`config.mk`:
```
export PLATFORM = sky130hd
export DESIGN_NAME = cdb_arbiter
export DESIGN_NICKNAME = d
export VERILOG_FILES = /design/src/rtl/cdb_arbiter.sv
export SDC_FILE = /design/constraint.sdc
export NUM_CORES = 1
export LEC_CHECK = 0
export ABC_AREA = 1
export BUFFER_PORTS_ARGS = -buffer_cell sky130_fd_sc_hd__buf_2
export CORE_MARGIN = 1
export CORE_UTILIZATION = 50
export CTS_BUF_LIST = sky130_fd_sc_hd__clkbuf_4
export DETAILED_ROUTE_END_ITERATION = 12
export HOLD_SLACK_MARGIN = 0.03
export PLACE_DENSITY = 0.95
export REMOVE_ABC_BUFFERS = 1
export SLEW_MARGIN = 15
export SYNTH_ARGS = -nofsm -noshare
export SYNTH_HDL_FRONTEND = slang
export SYNTH_SLANG_ARGS = --single-unit
```
`constraint.sdc`:
```
create_clock -name clk_in -period 8.1 [get_ports clk_in]
set_input_delay 1.215 -clock clk_in [delete_from_list [all_inputs] [get_ports clk_in]]
set_output_delay 1.215 -clock clk_in [all_outputs]
set_load 0.02 [all_outputs]
```
`src/rtl/cdb_arbiter.sv`:
```
// Common data bus arbiter: round-robin grant of one functional-unit result per
// cycle onto a registered CDB broadcast, with ROB backpressure and flush squash.
module cdb_arbiter #(
  parameter int unsigned NUM_FU    = 5,
  parameter int unsigned DATA_W    = 32,
  parameter int unsigned ROB_IDX_W = 3
) (
  input  logic                          clk_in,
  input  logic                          rst_in,
  input  logic [NUM_FU-1:0]             fu_valid_in,
  input  logic [NUM_FU*DATA_W-1:0]      fu_data_in,
  input  logic [NUM_FU*ROB_IDX_W-1:0]   fu_rob_idx_in,
  output logic [NUM_FU-1:0]             fu_read_out,
  input  logic                          rob_ready_in,
  input  logic                          flush_in,
  output logic                          cdb_valid_out,
  output logic [DATA_W-1:0]             cdb_data_out,
  output logic [ROB_IDX_W-1:0]          cdb_rob_idx_out,
  output logic [2:0]                    cdb_src_out
);

  localparam int unsigned PTR_W = (NUM_FU > 1) ? $clog2(NUM_FU) : 1;
  localparam int unsigned SRC_W = 3;

  logic [PTR_W-1:0]     ptr;
  logic [PTR_W-1:0]     ptr_nxt;
  logic [PTR_W-1:0]     grant_idx;
  logic                 grant_any;
  logic                 grant_en;
  logic                 accept;
  logic [NUM_FU-1:0]    grant_oh;
  logic [DATA_W-1:0]    sel_data;
  logic [ROB_IDX_W-1:0] sel_rob_idx;

  // The output register can take a new result when empty or being consumed.
  assign accept   = rob_ready_in || !cdb_valid_out;
  assign grant_en = rst_in && !flush_in && accept;

  // Rotating scan starting at ptr; the first requester found wins.
  always_comb begin : rr_scan
    int unsigned pos;
    pos       = 0;
    grant_any = 1'b0;
    grant_idx = '0;
    grant_oh  = '0;
    for (int unsigned k = 0; k < NUM_FU; k++) begin
      pos = 32'(ptr) + k;
      if (pos >= NUM_FU) pos = pos - NUM_FU;
      if (grant_en && !grant_any && fu_valid_in[PTR_W'(pos)]) begin
        grant_any = 1'b1;
        grant_idx = PTR_W'(pos);
      end
    end
    if (grant_any) grant_oh[grant_idx] = 1'b1;
  end

  // One-hot select of the granted FU's payload.
  always_comb begin : payload_mux
    sel_data    = '0;
    sel_rob_idx = '0;
    for (int unsigned i = 0; i < NUM_FU; i++) begin
      if (grant_oh[i]) begin
        sel_data    = fu_data_in[i*DATA_W +: DATA_W];
        sel_rob_idx = fu_rob_idx_in[i*ROB_IDX_W +: ROB_IDX_W];
      end
    end
  end

  assign ptr_nxt     = (grant_idx == PTR_W'(NUM_FU - 1)) ? '0 : grant_idx + 1'b1;
  assign fu_read_out = grant_oh;

  // CDB output register and priority pointer.
  always_ff @(posedge clk_in or negedge rst_in) begin
    if (!rst_in) begin
      ptr             <= '0;
      cdb_valid_out   <= 1'b0;
      cdb_data_out    <= '0;
      cdb_rob_idx_out <= '0;
      cdb_src_out     <= '0;
    end else if (flush_in) begin
      cdb_valid_out <= 1'b0;
    end else if (accept) begin
      if (grant_any) begin
        cdb_valid_out   <= 1'b1;
        cdb_data_out    <= sel_data;
        cdb_rob_idx_out <= sel_rob_idx;
        cdb_src_out     <= SRC_W'(grant_idx);
        ptr             <= ptr_nxt;
      end else begin
        cdb_valid_out <= 1'b0;
      end
    end
  end

endmodule

```
==> flow_summary_export.csv <==
group,metric,value,unit
critical_path,cpMaxStageDelayCell,"nand2_2",
critical_path,required,6880,ps
critical_path,worstSetupPathDepth,14,
critical_path,path_buf_inv,6,
routing,drc_errors,0,
timing,post-route-min-period,5750,ps
die,initial_core_util,52.4,%
timing,max_clock_freq,0.174,GHz
cts,post_cts_resized,0,
timing,worst_slack,2350,ps
timing,setup_violations,0,
synthesis,postSynthRegisterBits,42,
synthesis,synth_area_per_cell,6.29,µm²
timing,slew_violations,0,
timing,fin_crit_sh,71.0,%
min_path,min_path_cells,2,
global_routing,grt_antenna_before_repair,0,
timing,holdWs,497,ps
critical_path,critPathCaptureType,"primary output",
cts,ctsHoldBuffers,0,
synthesis,synthArstFlopShare,100,%
timing,worst_pin_slew,871,ps
routing,viasPerCell,5.49,
routing,drt_first_pass_iters,6,
placed_design,post-dp-hpwl,10.7,mm
critical_path,ff2ff_path_depth,21,
timing,setup_tns,0,ps
routing,vias,5223,
global_routing,grt_pass1_wl,21.7,mm
global_routing,track_usage,32.3,%
finish,diodes,0,
timing,max_slew_margin,41.9,%
synthesis,yosysWarnings,0,
synthesis,synth_common_cells,"173 x nand2_1, 97 x nand3_1, 81 x nor2_1, 79 x nand4_1, 64 x inv_1",
die,pin_count,228,
routing,antenna_left,0,
flow_run,cap_violations,0,
placed_design,place_congestion,1.00,
synthesis,netlist_top_cells_area,"dfrtp_1 26%, nand2_1 16%, nand4_1 12%",
cts,htree_levels,2,
critical_path,worst_ep_arrival_time,4530,ps
synthesis,synth_edf_count,0,
cts,clk_pin_slew,120,ps
routing,routed_wl,14.3,mm
synthesis,synth.largest_area_cell,"dfrtp_1",
critical_path,cp-start-kind,"primary input",
die,die_x,92.4,µm
synthesis,ys.flop_type,"dfrtp_1",
global_routing,grt_pass1_vias,4288,
finish,area_delta_synth_final,26.0,%
timing,skew,18.6,ps
cts,cts-root-buf,"clkbuf_4",
routing,drtIter0Drc,425,
die,core.rowCount,32,
finish,final_nets,1043,
finish,drive_gt1_share,32.0,%
critical_path,rr_startpoint,"ptr[0]",
critical_path,rr_endpoint,"cdb_rob_idx_out[2]",
critical_path,path_max_fanout,43,
critical_path,critPathKind,"primary input to primary output",
synthesis,synth.distinct_cells,35,
synthesis,ys_seq_area_share,25.7,%
cts,postCtsSetupBuffers,0,
synthesis,synthMostInstantiatedCell,"nand2_1",
placed_design,place_ws,2330,ps
placed_design,portBuffers,227,
cts,cts_buffer_depth,2,
timing,rsz0062_at_grt,"no",
global_routing,overflow,0,
cts,cts_sinks,42,
routing,routedWlPerCell,15.1,µm
timing,hold_viol,0,
cts,numCtsBuffers,5,
critical_path,reg2reg_slack,3480,ps
cts,clk_latency,350,ps
die,core_area,7810,µm²
finish,postLayoutCoreUtil,66.0,%
synthesis,synthCells,650,
critical_path,crit_top_cell,"inv_1",
min_path,hp-start,"cdb_src_out[2]",
min_path,hp-class,"flip-flop to flip-flop",
critical_path,cp_top_family,"simple AND/OR/NAND/NOR gates",
outcome,status,"finished clean",
min_path,worstHoldEndpoint,"cdb_src_out[2]",
cts,cts_tree,"done",
critical_path,slowest_delay,690,ps
critical_path,worstPathCellList,"buf_2 -> buf_4 -> inv_1 -> nor3_2 -> inv_1 -> nor2_2 -> nand3_2 -> nand4_1 -> nand2_1 -> nor2_2 -> nand2_4 -> nand2_2 -> inv_1 -> buf_2",
synthesis,synth_area,4090,µm²
die,die_y,92.4,µm
global_routing,grt_max_degree,75,
synthesis,synth_top_area_share,25.7,%
die,die_area,8540,µm²
## registers in the layout (all words and copies together) (netlist names)
signal and cells:
cdb_src_out 3, cdb_rob_idx_out 3, ptr 3, cdb_valid_out 1, cdb_data_out 32
## worst max path at each step
stage | start | end | slack (ps)
4_1_cts | rst_in | fu_read_out[3] | 2330
6_report | rst_in | fu_read_out[3] | 2350
3_3_place_gp | rst_in | fu_read_out[3] | 2430
2_1_floorplan | rst_in | fu_read_out[0] | 3240
3_5_place_dp | rst_in | fu_read_out[3] | 2330
5_1_grt | ptr[0] | fu_read_out[3] | 1970
## tightest hold or removal path, cell delays in order, from the launching register on
cell,delay [ps]
dfrtp_1,360
nand2_1,60
nand2_1,60
## stage by stage
step	cells	instance area [µm²]
after floorplan	612	3820
after CTS	951	5150
after detailed placement	943	5100
final	951	5150
after global placement	943	5100
after global routing	951	5150
## cell families after synthesis
group / after synthesis / synth area share (%)
AND/OR/NAND/NOR: 456 / 52.7
buffers and inverters: 112 / 13.5
flip-flops: 42 / 25.7
AO/OA/AOI/OAI: 27 / 3.98
adder cells (fa/ha/maj): 11 / 3.55
XOR/XNOR: 2 / 0.612
## placed cells by master, fill, tap and decap left out, drive strengths merged
cell,Yosys,routed
nand4,80,80
o31ai,3,3
a22oi,1,1
a31o,1,1
clkinvlp,0,1
nand3b,1,1
fa,1,1
clkbuf,5,5
inv,73,73
nand3,101,101
o21ai,12,12
o21a,1,1
nand2,184,184
buf,33,229
clkinv,1,3
o211ai,2,2
a21oi,6,6
ha,10,10
o22ai,1,1
xor2,2,2
nor3,3,3
nor2,87,87
dfrtp,42,42
## routing by layer
layer	share of wire (%)	track usage, %	wire [µm]	vias to the layer above
met1	41	43.3	5820	2342
met3	8.2	5.17	1170	39
met4	2.7	8.20	388	0
li1	-	-	-	2549
met5	0	0	0	-
met2	48	53.9	6930	293
## final cells by class
cell class              count  area [µm²]
clock inverters             3        16.3
fillers                   754        2660
clock buffers               5        37.5
repair buffers            229        1150
well taps                 102         128
multi-input cells         496        2490
inverters                  74         280
flip-flops and latches     42        1050
Power is not shown: default switching activity piles up to over one toggle a cycle in this logic, so the estimate is an artifact.
